File: src/rtl/mem_seq_engine.sv
// rtl/mem_seq_engine.sv - memory fill/copy sequencer on a single-port req/gnt bus
// Walks count elements writing a generated pattern or copying src->dst with independent strides.
module mem_seq_engine #(
  parameter int MEM_AW   = 16,
  parameter int MEM_DW   = 32,
  parameter int DIM_BITS = 16
) (
  input  logic                clk,
  input  logic                rst_n,
  input  logic                go,
  input  logic [1:0]          mode,
  input  logic [MEM_AW-1:0]   src_base,
  input  logic [MEM_AW-1:0]   dst_base,
  input  logic [DIM_BITS-1:0] src_stride,
  input  logic [DIM_BITS-1:0] dst_stride,
  input  logic [DIM_BITS-1:0] count,
  input  logic [MEM_DW-1:0]   pattern,
  input  logic                abort,
  output logic                mem_req,
  output logic                mem_write,
  output logic [MEM_AW-1:0]   mem_addr,
  output logic [MEM_DW-1:0]   mem_wdata,
  input  logic                mem_gnt,
  input  logic                mem_rdata_vld,
  input  logic [MEM_DW-1:0]   mem_rdata,
  output logic                busy,
  output logic                done,
  output logic                aborted,
  output logic [DIM_BITS-1:0] xfer_cnt
);

  localparam logic [1:0] MODE_CONST = 2'd0;
  localparam logic [1:0] MODE_INV   = 2'd1;
  localparam logic [1:0] MODE_INC   = 2'd2;
  localparam logic [1:0] MODE_COPY  = 2'd3;
  localparam logic [DIM_BITS-1:0] DIM_ONE = DIM_BITS'(1);

  typedef enum logic [2:0] {
    S_IDLE,
    S_WR_REQ,
    S_RD_REQ,
    S_RD_WAIT,
    S_DONE
  } state_t;

  state_t state, state_d;

  logic [1:0]          mode_q;
  logic [MEM_AW-1:0]   src_addr, dst_addr;
  logic [DIM_BITS-1:0] src_stride_q, dst_stride_q;
  logic [DIM_BITS-1:0] count_q;
  logic [MEM_DW-1:0]   pattern_q;
  logic [DIM_BITS-1:0] idx;
  logic [MEM_DW-1:0]   copy_data;

  logic                start, wr_fire, rd_fire, rd_cap, set_abort;
  logic [DIM_BITS-1:0] idx_inc;
  logic [MEM_DW-1:0]   fill_data;

  assign idx_inc = idx + DIM_ONE;

  // Fill data depends only on latched config and idx, so it is stable across a grant stall.
  always_comb begin
    fill_data = '0;
    case (mode_q)
      MODE_CONST: fill_data = pattern_q;
      MODE_INV:   fill_data = ~(MEM_DW'(idx_inc));
      MODE_INC:   fill_data = pattern_q + MEM_DW'(idx);
      MODE_COPY:  fill_data = copy_data;
      default:    fill_data = '0;
    endcase
  end

  always_comb begin
    state_d   = state;
    start     = 1'b0;
    wr_fire   = 1'b0;
    rd_fire   = 1'b0;
    rd_cap    = 1'b0;
    set_abort = 1'b0;
    mem_req   = 1'b0;
    mem_write = 1'b0;
    mem_addr  = '0;
    mem_wdata = '0;
    busy      = 1'b0;
    done      = 1'b0;
    case (state)
      S_IDLE: begin
        if (go) begin
          start = 1'b1;
          if (count == '0)
            state_d = S_DONE;
          else if (mode == MODE_COPY)
            state_d = S_RD_REQ;
          else
            state_d = S_WR_REQ;
        end
      end
      S_WR_REQ: begin
        busy      = 1'b1;
        mem_req   = 1'b1;
        mem_write = 1'b1;
        mem_addr  = dst_addr;
        mem_wdata = fill_data;
        if (mem_gnt) begin
          wr_fire = 1'b1;
          if (idx_inc == count_q) begin
            state_d = S_DONE;
          end else if (abort) begin
            set_abort = 1'b1;
            state_d   = S_DONE;
          end else if (mode_q == MODE_COPY) begin
            state_d = S_RD_REQ;
          end
        end
      end
      S_RD_REQ: begin
        busy     = 1'b1;
        mem_req  = 1'b1;
        mem_addr = src_addr;
        if (mem_gnt) begin
          rd_fire = 1'b1;
          state_d = S_RD_WAIT;
        end
      end
      // Entered only after the grant edge, so a valid in the grant cycle is never seen here.
      S_RD_WAIT: begin
        busy = 1'b1;
        if (mem_rdata_vld) begin
          rd_cap  = 1'b1;
          state_d = S_WR_REQ;
        end
      end
      S_DONE: begin
        done    = 1'b1;
        state_d = S_IDLE;
      end
      default: state_d = S_IDLE;
    endcase
  end

  always_ff @(posedge clk or negedge rst_n) begin
    if (!rst_n) begin
      state        <= S_IDLE;
      mode_q       <= '0;
      src_addr     <= '0;
      dst_addr     <= '0;
      src_stride_q <= '0;
      dst_stride_q <= '0;
      count_q      <= '0;
      pattern_q    <= '0;
      idx          <= '0;
      copy_data    <= '0;
      xfer_cnt     <= '0;
      aborted      <= 1'b0;
    end else begin
      state <= state_d;
      if (start) begin
        mode_q       <= mode;
        src_addr     <= src_base;
        dst_addr     <= dst_base;
        src_stride_q <= src_stride;
        dst_stride_q <= dst_stride;
        count_q      <= count;
        pattern_q    <= pattern;
        idx          <= '0;
        copy_data    <= '0;
        xfer_cnt     <= '0;
        aborted      <= 1'b0;
      end
      // Address accumulators wrap naturally at 2^MEM_AW.
      if (wr_fire) begin
        idx      <= idx_inc;
        xfer_cnt <= xfer_cnt + DIM_ONE;
        dst_addr <= dst_addr + MEM_AW'(dst_stride_q);
      end
      if (rd_fire)
        src_addr <= src_addr + MEM_AW'(src_stride_q);
      if (rd_cap)
        copy_data <= mem_rdata;
      if (set_abort)
        aborted <= 1'b1;
    end
  end

endmodule

File: config.mk
export PLATFORM = sky130hd
export DESIGN_NAME = mem_seq_engine
export DESIGN_NICKNAME = d
export VERILOG_FILES = /design/src/rtl/mem_seq_engine.sv
export SDC_FILE = /design/constraint.sdc
export NUM_CORES = 1
export LEC_CHECK = 0
export CAP_MARGIN = 15
export CORE_MARGIN = 8
export CORE_UTILIZATION = 57
export DETAILED_ROUTE_END_ITERATION = 10
export PLACE_DENSITY = 0.95
export SKIP_CTS_REPAIR_TIMING = 1
export SLEW_MARGIN = 10
export SYNTH_ARGS = -nofsm -noshare
export SYNTH_HDL_FRONTEND = slang
export SYNTH_SLANG_ARGS = --single-unit
export TNS_END_PERCENT = 1
File: constraint.sdc
create_clock -name clk -period 4.96 [get_ports clk]
set_input_delay 0.744 -clock clk [delete_from_list [all_inputs] [get_ports clk]]
set_output_delay 0.744 -clock clk [all_outputs]
set_load 0.05 [all_outputs]
=== After elaboration in Yosys (flattened, before gate mapping) ===
Cells that the tools add are included.

* Output and inout bits: 69
* Logic and storage cells: 81
* Register bits after elaboration: 182
* Input port bits: 152

* $add $sub $neg: 5
* Mux-type cells: 39
* Reductions and logical operators: 10
* Bitwise logic cells: 1
* Equality and inequality tests: 14

{| class="wikitable"
|+ Operators by type and width
! operator !! number
|-
| case mux 32 bit (4 select lines) || 1
|-
| 2-to-1 mux 16 bit || 7
|-
| 2-to-1 mux 32 bit || 3
|-
| adder 16 x 1 -> 16 bit (second input constant) || 2
|-
| adder 16 bit || 2
|-
| adder 32 x 16 -> 32 bit || 1
|-
| NOT 16 -> 32 bit || 1
|-
| case mux 16 bit (2 select lines) || 1
|-
| 2-to-1 mux 3 bit || 8
|-
| 2-to-1 mux 1 bit || 17
|-
| equality test 16 bit || 1
|-
| logical NOT 16 bit || 1
|-
| case mux 3 bit (4 select lines) || 1
|-
| != test 2 bit (second input constant) || 4
|-
| nonzero test 2 bit || 4
|-
| equality test 2 bit (second input constant) || 3
|-
| equality test 3 x 2 -> 1 bit (second input constant) || 2
|-
| AND reduction 5 bit || 1
|-
| != test 4 bit (second input constant) || 1
|-
| equality test 3 x 1 -> 1 bit (second input constant) || 1
|-
| equality test 3 bit (second input constant) || 1
|-
| logical NOT 3 bit || 1
|-
| OR reduction 3 bit || 1
|-
| equality test 2 x 1 -> 1 bit (second input constant) || 1
|-
| 3 further kinds || 3
|}

=== Longest topological paths before layout ===
* Depth in word-level cells: 6
* Depth in mapped cells: 12

=== Worst setup path before layout ===
OpenSTA, ideal clock, no wires.

* Path kind: register to output
* From: register idx[8]
* To: output mem_wdata[28]
* Slack: 347 ps
* Arrival time: 3869 ps
* Cell stages (with the launch flop): 10
* Path through: dfrtp_1 > ha_1 > or3_1 > or2_2 > o311a_1 > a221oi_1 > o21a_1 > nor2_1 > and4_1 > nor4_1

* Word-level cells in the longest chain between the ends: 3

{| class="wikitable"
|+ RTL lines
! element !! RTL line !! source
|-
| start: declaration || 53 || <nowiki>logic [DIM_BITS-1:0] idx;</nowiki>
|-
| start signal: assignment || 173 || <nowiki>idx <= idx_inc;</nowiki>
|-
| adder 32 x 16 -> 32 bit || 68 || <nowiki>MODE_INC: fill_data = pattern_q + MEM_DW'(idx);</nowiki>
|-
| case mux 32 bit (4 select lines) || 65 || <nowiki>case (mode_q)</nowiki>
|-
| 2-to-1 mux 32 bit || 87 || <nowiki>case (state)</nowiki>
|-
| end: declaration || 22 || <nowiki>output logic [MEM_DW-1:0] mem_wdata,</nowiki>
|}

Every way passes these cells.

=== Worst setup path in the final report ===
* From: register idx[8]
* To: output mem_wdata[19]

The elaborated chain is that of the path after synthesis.

==> impl_metrics.csv <==
group,metric,value,unit
synth,synthTopCellsByCount,"nand2_1 (305), dfrtp_1 (182), o21ai_0 (101)",
global_routing,track_usage,0.292,
floorplan,pin_count,221,
critical_path,worstReg2RegStart,"idx[0]$_DFFE_PN0P_",
critical_path,setup.worst_path.end_class,"primary output",
synth,netlist_area,0.0111,mm^2
clock_tree,h-tree-depth,4,
drt,avgRoutedWirePerCell,20.5,um
synth,syn-num-nets,1478,
floorplan,num_rows,51,
place,dpl_cell_area,0.0135,mm^2
final_layout,stdcell_count,1739,
pwr,internal-power,5040,uW
final_layout,fin_nets,1664,
synth,yosys.area.top_type,"dfrtp_1",
clock_tree,clock-sinks,182,
critical_path,critPathLaunchType,"flip-flop",
status,outcome,"completed",
pwr,power_frac_comb,0.562,
sta,fin_crit_sh,0.973,
synth,synthArstFlopShare,1.00,
floorplan,die_x,156,um
drt,vias_per_cell,6.32,
critical_path,critPathMaxFanout,8,
drt,first_pass_iters,5,
worst_hold_path,min_path_type,"input pin to asynchronous set/reset pin",
place,place_inst,1707,
final_layout,final_cell_area,0.0142,mm^2
place,gp_congestion,0.909,
pwr,p_per_area,677,mW/mm^2
sta,maxSlewViolCount,0,
critical_path,critPathLaunch,"idx[8]$_DFFE_PN0P_",
synth,synth_cells,1275,
synth,ys_ff_latch,182,
job,max_cap_violations,0,
critical_path,cp_data_required_time,4220,ps
pwr,clockPowerShare,0.160,
synth,yosysSeqAreaShare,0.409,
pwr,ir_drop,503,uV
clock_tree,root_buffer,"clkbuf_16",
final_layout,drive_gt1_frac,0.0617,
sta,min_period,4830,ps
floorplan,core_area,0.0193,mm^2
pwr,p_sw_frac,0.476,
critical_path,rr_worst_depth,10,
clock_tree,clk_pin_slew_worst_paths,70,ps
sta,final_hold_viol_count,0,
sta,setup_violations,0,
sta,finClkSkew,15.6,ps
critical_path,reg2reg_slack,1660,ps
final_layout,syn_to_final_growth,27.5,%
clock_tree,cts_tree,"done",
critical_path,cp_data_arrival_time,4080,ps
sta,tightest_slew,1000,ps
pwr,p_leak,0.00654,uW
global_routing,antenna_found_initial,2,
drt,ant_nets,0,
synth,synth_top_cell_area_share,0.409,
global_routing,grt_max_degree,106,
pwr,power_frac_seq,0.278,
critical_path,worstSetupPathType,"flip-flop to primary output",
drt,drc,0,
drt,wl,35700,um
synth,ys.flop_type,"dfrtp_1",
sta,max_freq,207,MHz
sta,grt_setup_unrepaired,"no",
place,dp_hpwl,25300,um
place,port-buffer-count,220,
synth,yosysWarningCount,0,
final_layout,antennaDiodeCount,0,
sta,timing.slew.headroom,0.331,
global_routing,grt_pass1_wl,57000,um
floorplan,fp.dieArea,0.0243,mm^2
critical_path,worstReg2RegEnd,"state[1]$_DFFE_PN0P_",
synth,synth_most_common_cell,"nand2_1",
sta,layout_setup_ws,134,ps
pwr,switchingPower,4570,uW
global_routing,grt_pass1_vias,11088,
clock_tree,clkLatencyLatePin,450,ps
place,place_ws,355,ps
clock_tree,clockBufferDepth,2,
clock_tree,cts_buffers,17,
floorplan,dieHeight,156,um
drt,drtIter0Drc,1264,
synth,synth_area_per_cell,8.73,um^2
drt,vias,10982,
synth,yosysUniqueCellTypes,74,
synth,synthTopCellsByArea,"dfrtp_1 (41%), nand2_1 (10%), ha_1 (5.4%)",
critical_path,crit_end,"mem_wdata[19]",
synth,synth-edff-count,0,
floorplan,initial_core_util,0.576,
global_routing,grt_overflow,0,
==> how the worst min path moves through the flow <==
| stage | end | slack (ps) |
|---|---|---|
| after CTS | copy_data[3]$_DFFE_PN0P_ | 470 |
| after global routing | dst_stride_q[7]$_DFFE_PN0P_ | 510 |
| final | copy_data[7]$_DFFE_PN0P_ | 420 |
| after floorplan | aborted$_DFFE_PN0P_ | 450 |
| after detailed placement | dst_stride_q[7]$_DFFE_PN0P_ | 470 |
| after global placement | dst_stride_q[10]$_DFFE_PN0P_ | 460 |
==> cell usage in the layout, fill, tap and decap left out, types with 5 or more instances in the layout <==
master             n
dfrtp_1          182
nor4_1             5
xnor2_1           38
o221a_2            7
buf_4             20
nand2_1          305
a221o_1            7
and4_1             5
nand4_1           12
ha_1              48
o31ai_1           15
a21o_1             9
nor2_1            71
or3_1             15
nand2b_1          12
clkbuf_16         17
nor3_1            14
and3_1            12
a22oi_1           16
dlymetal6s2s_1    10
a31oi_1            8
o21ai_0          101
inv_1             28
clkdlybuf4s50_1  208
mux4_2            10
o21a_1             6
xor2_1            25
a22o_1            47
nand3_1           33
a21oi_1           44
inv_8              5
a211oi_1          13
and2_1            18
nor2b_1           11
a221oi_1           8
o22ai_1            7
==> power groups by stage <==
| stage | registers, uW | clock network (uW) | logic (uW) |
|---|---|---|---|
| after global placement | 2630 | 0 | 5090 |
| after global routing | 2720 | 1610 | 5840 |
| after floorplan | 2470 | 0 | 3880 |
| final | 2670 | 1540 | 5400 |
| after detailed placement | 2660 | 0 | 5270 |
| after CTS | 2640 | 1540 | 5350 |
==> state kept, by name, indices dropped and copies added, names as in the netlist <==
| signal | count |
|---|---|
| count_q | 16 |
| idx | 16 |
| pattern_q | 32 |
| dst_stride_q | 16 |
| mode_q | 2 |
| xfer_cnt | 16 |
| aborted | 1 |
| dst_addr | 16 |
| src_stride_q | 16 |
| state | 3 |
| copy_data | 32 |
| src_addr | 16 |
==> worst max-delay path, cell delays in order, from the launching register on <==
cell	delay [ps]
dfrtp_1	480
ha_1	250
or3_1	400
or2_2	330
o41ai_2	340
buf_4	210
o21ai_1	100
and2_0	300
a221oi_1	370
clkdlybuf4s50_1	880
==> routing by layer <==
metal	wire length, um	up-vias	track usage
met5	27	-	0
met4	1160	4	0.112
met3	3680	106	0.0778
met2	16800	699	0.473
met1	14000	5261	0.366
li1	-	4912	-
==> through the flow <==
step | util | total power [uW] | setup TNS (ps) | hold slack, ps
6_report | 0.734 | 9610 | 0 | 422
3_3_place_gp | 0.699 | 7730 | 0 | 463
5_1_grt | 0.734 | 10200 | 0 | 510
2_1_floorplan | - | 6350 | 0 | 448
3_5_place_dp | 0.699 | 7940 | 0 | 472
4_1_cts | 0.732 | 9530 | -637 | 475
==> area by class of cell <==
type | count | area [um^2]
multi-input combinational | 992 | 6160
sequential | 182 | 4550
clock buffer | 17 | 425
inverter | 28 | 105
fill | 1350 | 5140
clock inverter | 15 | 228
timing repair buffer | 240 | 2390
tap | 265 | 332
==> cells by family (layout without fill, tap and decap cells) <==
group	Yosys count	in the layout	synth area share
compound gates	324	324	0.198
xor+xnor	63	63	0.0496
fa+ha+maj	51	51	0.0593
buf+inv	101	300	0.0398
flops	182	182	0.409
mux	18	18	0.0279
simple gates	536	536	0.216
Note: power is estimated with default switching activity, not from simulation.
==> edit: new RTL, same flow settings <==
Encoding of `state_t`: now one-hot (5 bits for 5 states).
--- a/src/rtl/mem_seq_engine.sv
+++ b/src/rtl/mem_seq_engine.sv
@@ -35,12 +35,12 @@
   localparam logic [1:0] MODE_COPY  = 2'd3;
   localparam logic [DIM_BITS-1:0] DIM_ONE = DIM_BITS'(1);
 
-  typedef enum logic [2:0] {
-    S_IDLE,
-    S_WR_REQ,
-    S_RD_REQ,
-    S_RD_WAIT,
-    S_DONE
+  typedef enum logic [4:0] {
+    S_IDLE    = 5'b00001,
+    S_WR_REQ  = 5'b00010,
+    S_RD_REQ  = 5'b00100,
+    S_RD_WAIT = 5'b01000,
+    S_DONE    = 5'b10000
   } state_t;
 
   state_t state, state_d;
Check against the original RTL: no difference found for any inputs over 4 cycles, from zero or initial values and one cycle with rst_n low; so few cycles prove little.
==> edit against the unedited design <==
- maximum frequency increased by 1.7%
- via count decreased by 2.9%
- routed wire length decreased by 1.0%
- critical path depth increased by 5
- total power decreased by 15%
- worst setup slack improved by 0.081 ns
- sequential cell count increased by 2
- utilization about the same
- count of clock-buffer cells in the layout increased by 2
- non-clock buffer count decreased by 5
- synthesized cell count decreased by 0.16%
- final area increased by 0.36%
- final cell count decreased by 0.12%
- synthesized area increased by 0.67%
- critical path type unchanged
- critical endpoint is now mem_wdata[8]
- largest power group unchanged
==> edit: results (changes against the unedited design) <==
top cells by area, synth = dfrtp_1, nand2_1, ha_1
Compound-Gate Fraction of Synth Area = 18.1% (-1.7 points)
top_reg_cell synth = dfrtp_1
grt met3 use = 8.11% (+0.32 points)
Adder-Cell Fraction of Synth Area = 5.89% (-0.040 points)
met2 usage = 46.0% (-1.3 points)
drt first-iter violations = 844 (-33%)
DR WL/cell = 20.3 µm (-0.88%)
Filler Cells Inserted = 1398 (+3.6%)
Tot GR Track Use = 29.2% (about the same)
Synthesized Nets = 1476 (-0.14%)
CP delay by family, top = compound AO/OA/AOI/OAI gates
Leakage Power = 0.00669 µW (+2.4%)
Clock transition at path regs = 0.08 ns
Clock power frac = 16.9% (+0.9 points)
most frequent cells after synthesis = nand2_1, dfrtp_1, o21ai_0, nor2_1, clkbuf_1
pin count of the biggest net entering global routing = 108 (+1.9%)
mux contribution to synthesized area = 3.90% (+1.1 points)
Longest Clk Path Bufs = 2 (unchanged)
Area Growth Syn to Fin = 27.1%
Clk Latency, worst-skew pair = 0.43 ns (-0.02 ns)
RD Place Congestion = 0.985 (+8.3%)
routed wire length = 35300 µm (-1.0%)
library cells used by synthesis = 77 (+4.1%)
Synth async-reset ratio = 100% (unchanged)
sequential area share after synthesis = 41.1% (+0.18 points)
vias in the first global route = 10600 (-4.0%)
Slew HR = 31.9% (-1.2 points)
vias per cell = 6.14 (-2.7%)
H-Tree Level Count = 4 (unchanged)
Max IR drop VDD = 0.000388 V (-23%)
Root Driver = clkbuf_16
DP Wirelength = 25800 µm (+2.2%)
Placed Instance Area = 13600 µm² (+0.92%)
dpl cells = 1704 (-0.18%)
CTS Buf Count = 17 (unchanged)
status = completed
layout cell share with drive strength beyond 1 = 6.73% (+0.56 points)
Setup Skew = 0.0126 ns (-0.00302 ns)
Syn Inst Count = 1273 (-0.16%)
Port Buffers = 220 (unchanged)
CP Max Fanout = 10 (+2)
XOR/XNOR share of the synthesized area = 5.32% (+0.37 points)
internal power = 4480 µW (-11%)
reg-to-reg critical path endpoint = src_addr[7]$_DFFE_PN0P_
RR Startpoint = idx[5]$_DFFE_PN0P_
first-pass GRT wire length = 56600 µm (-0.71%)
reg2reg setup slack = 0.86 ns (-0.80 ns)
YS warnings = 0 (unchanged)
met1 usage = 37.9% (+1.3 points)
worst path arrival time = 4.00 ns (-0.08 ns)
edit: cell count changes after synthesis, sizes merged, moves of 6 or more:
cell    before  now
o221a        7    1
and3        12   21
nor2        74   62
mux2i        4   11
o21ai      103   86
nand2      305  323
a22oi       16   10
nor3        14   29
a221oi       9    2
edit: cell type report:
class                      count  share of cell area, %
tap                          265                   2.33
sequential                   184                   32.3
clock buffer                  19                   3.04
clock inverter                13                   1.01
antenna                        1                 0.0176
inverter                      35                  0.922
timing repair buffer         235                   16.6
multi-input combinational    985                   43.8
edit: kinds of logic after synthesis:
| kind of cell | count (synthesis) |
|---|---|
| compound gates | 297 |
| buf+inv | 104 |
| fa+ha+maj | 51 |
| simple gates | 545 |
| flops | 184 |
| mux | 27 |
| xor+xnor | 65 |
edit: worst max-delay path by stage:
stage / from / endpoint / slack [ns] / cells after the start
2_1_floorplan: pattern_q[7]$_DFFE_PN0P_ / mem_wdata[20] / 0.39 / 12
3_3_place_gp: idx[0]$_DFFE_PN0P_ / mem_wdata[14] / 0.36 / 13
3_5_place_dp: idx[0]$_DFFE_PN0P_ / mem_wdata[14] / 0.27 / 13
4_1_cts: idx[0]$_DFFE_PN0P_ / mem_wdata[14] / -0.18 / 13
5_1_grt: idx[0]$_DFFE_PN0P_ / mem_wdata[8] / -0.05 / 14
6_report: idx[0]$_DFFE_PN0P_ / mem_wdata[8] / 0.21 / 14
edit: through the flow:
stage	setup TNS (ns)	hold WS, ns	worst slack, ns
floorplan	0	0.448	0.389
global route	-0.0465	0.507	-0.0465
detailed placement	0	0.468	0.274
CTS	-0.893	0.480	-0.184
finish	0	0.405	0.214
global placement	0	0.463	0.355
edit: metal layers:
layer  vias to the layer above  routed length (µm)
met2                       635               16400
met3                        92                3670
met1                      5066               14200
li1                       4874                   -
met4                         2                1070
met5                         -                  10
edit: power groups by stage:
stage / combinational [µW] / clock (µW) / sequential [µW]
after CTS: 4220 / 1390 / 2500
after global routing: 4660 / 1450 / 2570
after floorplan: 3110 / 0 / 2350
final: 4250 / 1380 / 2530
after detailed placement: 4180 / 0 / 2520
after global placement: 4020 / 0 / 2500
